$ cat src/rtl/button_event_arbiter.sv
// button_event_arbiter: turns debounced button levels into press/auto-repeat events
// and hands them to one consumer over valid/ready with round-robin fairness.
module button_event_arbiter #(
    parameter int WIDTH          = 4,
    parameter int HOLD_CNT_MAX   = 25000000,
    parameter int REPEAT_CNT_MAX = 6250000,
    parameter int ID_W           = $clog2(WIDTH)
) (
    input  logic             clk,
    input  logic             rst_n,
    input  logic [WIDTH-1:0] buttons_in,
    output logic             event_valid,
    output logic [ID_W-1:0]  event_id,
    output logic             event_repeat,
    input  logic             event_ready,
    output logic [WIDTH-1:0] pending
);
    localparam int CNT_MAX = HOLD_CNT_MAX > REPEAT_CNT_MAX ? HOLD_CNT_MAX : REPEAT_CNT_MAX;
    localparam int CNT_W   = $clog2(CNT_MAX);

    typedef enum logic {IDLE, VALID} state_t;
    state_t state_q, state_d;

    logic [WIDTH-1:0]            btn_prev_q, phase_q, phase_d, pend_q, pend_d, pend_rep_q, pend_rep_d;
    logic [WIDTH-1:0]            rise, hit, set, clr;
    logic [WIDTH-1:0][CNT_W-1:0] cnt_q, cnt_d;
    logic [ID_W-1:0]             id_q, id_d, rr_q, rr_d, gnt_id;
    logic                        rep_q, rep_d, grant;

    always_comb begin
        rise = buttons_in & ~btn_prev_q;
        hit  = '0;
        for (int i = 0; i < WIDTH; i++) begin
            hit[i]     = buttons_in[i] && !rise[i] &&
                         cnt_q[i] == (phase_q[i] ? CNT_W'(REPEAT_CNT_MAX - 1) : CNT_W'(HOLD_CNT_MAX - 1));
            cnt_d[i]   = (buttons_in[i] && !rise[i] && !hit[i]) ? cnt_q[i] + 1'b1 : '0;
            phase_d[i] = buttons_in[i] && !rise[i] && (hit[i] || phase_q[i]);
        end
    end

    // Reverse scan so the nearest channel after rr_q is the last one written.
    always_comb begin
        gnt_id = '0;
        for (int k = WIDTH; k >= 1; k--)
            if (pend_q[ID_W'((int'(rr_q) + k) % WIDTH)]) gnt_id = ID_W'((int'(rr_q) + k) % WIDTH);
    end

    // A new event on a channel being granted this cycle is kept, not dropped.
    always_comb begin
        grant      = |pend_q && (state_q == IDLE || event_ready);
        clr        = grant ? WIDTH'(1) << gnt_id : '0;
        set        = (rise | hit) & (~pend_q | clr);
        pend_d     = (pend_q & ~clr) | set;
        pend_rep_d = (pend_rep_q & ~set) | (hit & set);
        state_d    = grant ? VALID : (event_ready ? IDLE : state_q);
        id_d       = grant ? gnt_id : id_q;
        rep_d      = grant ? pend_rep_q[gnt_id] : rep_q;
        rr_d       = grant ? gnt_id : rr_q;
    end

    always_ff @(posedge clk or negedge rst_n) begin
        if (!rst_n) begin
            state_q    <= IDLE;
            btn_prev_q <= '0;
            phase_q    <= '0;
            cnt_q      <= '0;
            pend_q     <= '0;
            pend_rep_q <= '0;
            id_q       <= '0;
            rep_q      <= 1'b0;
            rr_q       <= ID_W'(WIDTH - 1);
        end else begin
            state_q    <= state_d;
            btn_prev_q <= buttons_in;
            phase_q    <= phase_d;
            cnt_q      <= cnt_d;
            pend_q     <= pend_d;
            pend_rep_q <= pend_rep_d;
            id_q       <= id_d;
            rep_q      <= rep_d;
            rr_q       <= rr_d;
        end
    end

    assign event_valid  = state_q == VALID;
    assign event_id     = id_q;
    assign event_repeat = rep_q;
    assign pending      = pend_q;
endmodule

$ cat config.mk
export PLATFORM = sky130hd
export DESIGN_NAME = button_event_arbiter
export DESIGN_NICKNAME = d
export VERILOG_FILES = /design/src/rtl/button_event_arbiter.sv
export SDC_FILE = /design/constraint.sdc
export NUM_CORES = 1
export LEC_CHECK = 0
export BUFFER_PORTS_ARGS = -buffer_cell sky130_fd_sc_hd__buf_2
export CAP_MARGIN = 5
export CORE_MARGIN = 1.5
export CORE_UTILIZATION = 40
export DETAILED_ROUTE_END_ITERATION = 16
export GPL_ROUTABILITY_DRIVEN = 1
export HOLD_SLACK_MARGIN = 0.12
export PLACE_DENSITY = 0.53
export REMOVE_ABC_BUFFERS = 1
export SETUP_SLACK_MARGIN = 0.15
export SYNTH_ARGS = -nofsm -noshare
export SYNTH_HDL_FRONTEND = slang
export SYNTH_SLANG_ARGS = --single-unit
$ cat constraint.sdc
create_clock -name clk -period 6.5 [get_ports clk]
set_clock_uncertainty 0.2 [all_clocks]
set_input_delay 1.3 -clock clk [delete_from_list [all_inputs] [get_ports clk]]
set_output_delay 1.3 -clock clk [all_outputs]
set_load 0.02 [all_outputs]
==> reports/results.txt, run 1 <==
outcome: completed
crit-path cells: buf_2
Endpoint, Worst Hold: rr_q[0]
number of synthesized register bits: 122
worst reg-to-reg setup slack: 3.94 ns
CTS sink cnt: 122
hold_buf cts: 0
unrepaired setup endpoints after global routing: false
global-route wire length before repair: 21000 um
number of antenna violations at the first check in global routing: 0
final hold vios: 0
die width: 126 um
Worst Reg-to-Reg Cells: 7
Critical path buffers and inverters: 1
Root Driver: clkbuf_16
CTS tree: yes
First-pass DRT Iterations: 4
die area: 15800 um^2
critical path peak fanout: 7
H-tree Lvls: 4
Placeable Area: 14600 um^2
warnings from Yosys: 0
WL final: 11900 um
largest net degree at the start of global routing: 65
drt drc: 0
Max Clk Rate: 382 MHz
final setup fails: 0
Vias: 4311
Distinct cells, synth: 53
setup_tns: 0 ns
Clock transition at path regs: 0.06 ns
Crit path max-delay family: flip-flops
iteration-0 DRC count of the detailed router: 295
GRT Overall Usage: 16.4%
reg-to-reg endpoint: cnt_q[5]
register area share after synthesis: 50.8%
layout cell share with drive strength beyond 1: 9.44%
Worst Hold Launch: rr_q[0]
Max VDD drop: 0.200 mV
total power: 2.06 mW
Critical Path Sink Type: primary output
fin crit share: 40.3%
I/O pin cnt: 15
die span in y: 126 um
Crit Path Class: flop to primary output
Critical-path top delay cell: dfrtp_1
# rows: 44
DR WL met2: 5470 um
Worst Hold Depth: 2
maxcap violations: 0
Slew @ Worst Pin: 1.09 ns
Post-synth EDFFs: 0
met3 wire length: 411 um
Worst EP arrival: 1.12 ns
PD cells: 299 nW/um^2
routability cong.: 0.760
IO buf count: 14
Post-CTS Resized: 0
crit start category: flop
share of synthesized flip-flops with an asynchronous set or reset: 100%
Antenna Cells: 0
Post-Syn Area: 6020 um^2
Post-Route M1 WL: 5940 um
Synth area leader: dfrtp_1
Max Buffers Root-to-Sink: 2
CP max stage delay: 0.48 ns
Worst Path Required: 5.00 ns
leak pwr: 2.84 nW
Num CTS Buffers: 17
setup bufs post-CTS: 0
gr ovfl total: 0
clk_lat worst skew: 0.41 ns
fillers: 1366
routed vias/inst: 5.19
fin util: 47.2%
initial core utilization: 41.2%
Gate Count Post-Synth: 612
worst r2r src: cnt_q[0]
Stages on worst setup path: 1
uppermost layer routed: met4
DRT antenna net count: 0
relative slew slack: 26.8%
hpwl dp: 7880 um
ranking of synthesized cells by area: dfrtp_1 50%, nor2_1 7.8%, xnor2_1 7.3%, xor2_1 5.7%, nand3_1 2.7%
vias in the first global route: 4328
Max Slew Vio Count: 0
WL/cell: 14.4 um
post-route minimum period: 2.62 ns
prevailing post-synth register cell: dfrtp_1
growth of design area from synthesis to finish: 14.6%
Mean Syn Cell Area: 9.83 um^2
post-synth top area share: 49.9%
Nets: 644
worst hold path class: flop to flop
worst max-delay path by stage:
stage          slack [ns]   startpoint          to
2_1_floorplan        3.94  event_ready        flop
3_3_place_gp         3.52        rst_n   cnt_q[43]
3_5_place_dp         3.51        rst_n   cnt_q[43]
4_1_cts              3.87   pending[1]  pending[1]
5_1_grt              3.65     cnt_q[0]    cnt_q[5]
6_report             3.88   pending[1]  pending[1]
cells in the mapped netlist (2+ instances only):
cell	instances
nand4_1	20
nor4bb_1	3
and4_1	8
a31oi_1	6
and3b_1	3
buf_6	5
dfrtp_1	120
and3_1	16
nor2_1	125
nor2b_1	3
nand3b_4	2
or4_1	3
or3_1	7
a21oi_1	9
dfstp_2	2
nand4b_1	3
nor3_1	14
nor4b_1	5
o211a_1	3
inv_1	22
nand3_1	33
o31ai_1	2
mux2i_1	4
clkbuf_1	5
nand2_1	42
ha_1	4
and4b_1	4
nor4_1	12
xnor2_1	50
nor3_2	3
nand2b_1	3
xor2_1	39
buf_2	2
o21ai_0	11
routing by layer:
layer  up-vias  GRT usage (%)
li1       2149              -
met1      2095           22.2
met2        57           25.6
met3        10           5.01
met4         0           4.68
met5         -              0
area by class of cell:
| class | count | area [um^2] | area share [%] |
|---|---|---|---|
| Multi-Input combinational cell | 455 | 2790 | 40.4 |
| Clock buffer | 18 | 439 | 6.37 |
| Timing Repair Buffer | 15 | 80.1 | 1.16 |
| Sequential cell | 122 | 3060 | 44.3 |
| Inverter | 22 | 82.6 | 1.20 |
| Clock inverter | 14 | 220 | 3.19 |
| Tap cell | 184 | 230 | 3.34 |
state kept, by name, indices dropped and copies added (netlist names), named ones only:
register and cells:
event_repeat 1, pending 4, event_id 2, rr_q 2, cnt_q 100, event_valid 1
btn_prev_q 4, phase_q 4
through the flow:
step / instances / cell area [um^2] / hold slack, ns / setup WS [ns]
2_1_floorplan: 599 / 5920 / 0.248 / 3.94
3_3_place_gp: 798 / 6230 / 0.267 / 3.52
3_5_place_dp: 798 / 6230 / 0.276 / 3.51
4_1_cts: 830 / 6890 / 0.286 / 3.87
5_1_grt: 830 / 6890 / 0.309 / 3.65
6_report: 830 / 6890 / 0.284 / 3.88
placed cells by master, fill, tap and decap left out, types with 4 or more instances in the layout:
cell type / instances
a21oi_1: 9
a31oi_1: 6
and3_1: 16
and4_1: 8
and4b_1: 4
buf_2: 13
bufinv_16: 5
clkbuf_16: 17
clkinvlp_4: 4
dfrtp_1: 120
ha_1: 4
inv_1: 22
mux2i_1: 4
nand2_1: 42
nand3_1: 33
nand4_1: 20
nor2_1: 125
nor3_1: 14
nor4_1: 12
nor4b_1: 5
o21ai_0: 11
or3_1: 7
xnor2_1: 50
xor2_1: 39
report_power, final:
group | switching, mW | total, mW | internal, mW
combinational | 0.122 | 0.183 | 0.0611
clock | 0.356 | 1.05 | 0.692
sequential | 0.0379 | 0.830 | 0.792
kinds of logic after synthesis:
| family | count (synthesis) | share of synthesized area, % |
|---|---|---|
| AOI/OAI and AO/OA | 39 | 4.16 |
| and+or+nand+nor | 318 | 27.5 |
| muxes | 5 | 0.853 |
| buffers and inverters | 35 | 2.91 |
| xor gates and xnor gates | 89 | 13.0 |
| DFF | 122 | 50.8 |
| adders and majority gates | 4 | 0.832 |
(Power assumes the default switching activity.)
==> run 2: changes to the inputs <==
Clock period 6.5 ns to 2.7 ns, I/O delays scaled along.
==> reports/results.txt, run 2 (synthesized netlist as in run 1, its figures left out) <==
Root Driver: clkbuf_16 (unchanged)
Clock transition at path regs: 0.05 ns (was 0.06 ns)
fin crit share: 89.5%
sequential power share: 43.0% (was 40.3%)
most frequent cells in the layout: 125 x nor2_1, 120 x dfrtp_1, 50 x xnor2_1, 42 x nand2_1, 39 x xor2_1 (unchanged)
# rows: 44 (unchanged)
First-pass DRT Iterations: 4 (unchanged)
layout cell share with drive strength beyond 1: 10.2% (was 9.44%)
global-route wire length before repair: 21200 um (was 21000 um)
clock share of power: 47.1% (was 50.8%)
Finished Cell Area: 6970 um^2 (was 6890 um^2)
Max Clk Rate: 414 MHz
Psw: 1.18 mW (was 516 uW)
Critical-path top delay cell: dfrtp_1 (unchanged)
drt drc: 0 (unchanged)
Worst Reg-to-Reg Cells: 7 (unchanged)
Num CTS Buffers: 17 (unchanged)
WL/cell: 14.6 um (was 14.4 um)
maxcap violations: 0 (unchanged)
Critical path buffers and inverters: 0 (was 1)
Worst Hold Launch: rr_q[0] (unchanged)
Worst Path Required: 2.80 ns (was 5.00 ns)
Max VDD drop: 0.460 mV (was 0.200 mV)
switching share of power: 25.5% (was 25.0%)
Worst EP arrival: 2.52 ns (was 1.12 ns)
critical path peak fanout: 12 (was 7)
PD cells: 666 nW/um^2 (was 299 nW/um^2)
fillers: 1366 (unchanged)
GRT Overall Usage: 16.6% (was 16.4%)
max reg flops: 100 (unchanged)
relative slew slack: 63.2% (was 26.8%)
worst hold path class: flop to flop (unchanged)
WHS: 0.282 ns (was 0.284 ns)
final setup fails: 0 (unchanged)
dpl cell area: 6290 um^2 (was 6230 um^2)
total power: 4.64 mW (was 2.06 mW)
Critical Path Sink Type: flop (was primary output)
IO buf count: 14 (unchanged)
DRT antenna net count: 0 (unchanged)
Comb pwr share: 9.9% (was 8.9%)
post-route minimum period: 2.42 ns
Crit path max-delay family: simple AND/OR/NAND/NOR gates (was flip-flops)
crit-path cells: ha_1 > nand3_2 > or3_1 > nor4_2 > a21boi_4 > nand3b_4 > nor2_1 (was buf_2)
routed vias/inst: 5.16 (was 5.19)
worst reg-to-reg setup slack: 0.28 ns (was 3.94 ns)
Antenna Cells: 0 (unchanged)
Worst Hold Depth: 2 (unchanged)
final hold vios: 0 (unchanged)
Max Slew Vio Count: 0 (unchanged)
WL final: 12300 um (was 11900 um)
largest reg by FF count: cnt_q (unchanged)
unrepaired setup endpoints after global routing: false (unchanged)
initial core utilization: 41.2% (unchanged)
H-tree Lvls: 4 (unchanged)
CTS sink cnt: 122 (unchanged)
iteration-0 DRC count of the detailed router: 267 (was 295)
Placeable Area: 14600 um^2 (unchanged)
Max Buffers Root-to-Sink: 2 (unchanged)
outcome: completed (unchanged)
setup_tns: 0 ns (unchanged)
number of antenna violations at the first check in global routing: 0 (unchanged)
die span in y: 126 um (unchanged)
routability cong.: 0.744 (was 0.760)
CP max stage delay: 0.40 ns (was 0.48 ns)
Nets: 657 (was 644)
die area: 15800 um^2 (unchanged)
growth of design area from synthesis to finish: 15.8% (was 14.6%)
gr ovfl total: 0 (unchanged)
Endpoint, Worst Hold: rr_q[0] (unchanged)
vias in the first global route: 4310 (was 4328)
Vias: 4343 (was 4311)
I/O pin cnt: 15 (unchanged)
crit start category: flop (unchanged)
Crit Path Class: flop to flop (was flop to primary output)
die width: 126 um (unchanged)
CTS tree: yes (unchanged)
reg-to-reg endpoint: cnt_q[72] (was cnt_q[5])
clk_lat worst skew: 0.43 ns (was 0.41 ns)
most common cell after layout, fill and taps aside: nor2_1 (unchanged)
fin util: 47.8% (was 47.2%)
Multi-input gate area: 2850 um^2 (was 2790 um^2)
largest net degree at the start of global routing: 59 (was 65)
worst r2r src: cnt_q[50] (was cnt_q[0])
leak pwr: 2.89 nW (was 2.84 nW)
hpwl dp: 8000 um (was 7880 um)
cell-internal power: 3.46 mW (was 1.55 mW)
register area: 3060 um^2 (unchanged)
Slew @ Worst Pin: 0.547 ns (was 1.09 ns)
## run 2: worst max path at each step
stage / start / end / slack, ns / cells after the start
after global placement: cnt_q[50] / cnt_q[62] / 0.29 / 7
after detailed placement: cnt_q[50] / cnt_q[72] / 0.18 / 7
final: cnt_q[50] / cnt_q[72] / 0.28 / 7
after CTS: cnt_q[50] / cnt_q[63] / 0.18 / 7
after global routing: cnt_q[50] / cnt_q[57] / 0.16 / 7
after floorplan: cnt_q[50] / cnt_q[52] / 0.49 / 7
## run 2: power groups by stage
stage                     sequential, mW  combinational [mW]  clock (mW)
after global placement              2.02               0.446           0
after global routing                2.01               0.518        2.32
after detailed placement            2.02               0.456           0
after floorplan                     2.05               0.243           0
final                               2.00               0.460        2.19
after CTS                           1.99               0.464        2.25
## run 2: final cells by class
cell class,count,area share [%]
sequential,122,43.8
multi-input combinational,457,40.9
clock buffer,23,6.72
tap,184,3.30
timing repair buffer,26,2.69
clock inverter,8,1.36
inverter,22,1.19
## run 2: per-layer routing
metal  part of all wire [%]  vias up  GRT usage, %
li1                       -     2164             -
met1                     50     2117          22.5
met2                     45       46          25.5
met3                    3.1       16          4.25
met4                    1.7        0          7.02
met5                      0        -             0
## run 2: worst min-delay path, stage by stage, from the launching register on
cell and delay, ns:
dfstp_2 0.38, inv_1 0.05, a21oi_1 0.05
## run 2: timing repair
action | in CTS | in global routing
endpoints found under the hold margin | 102 | 0
setup buffers | 0 | 0
gates resized for setup | 0 | 7
endpoints found under the setup margin | 0 | 76
hold buffers | 5 | 0
## run 2: per-stage QoR
step / std cells / worst slack [ns]
floorplan: 599 / 0.491
global placement: 804 / 0.292
detailed placement: 804 / 0.182
CTS: 840 / 0.181
global route: 842 / 0.162
finish: 842 / 0.284
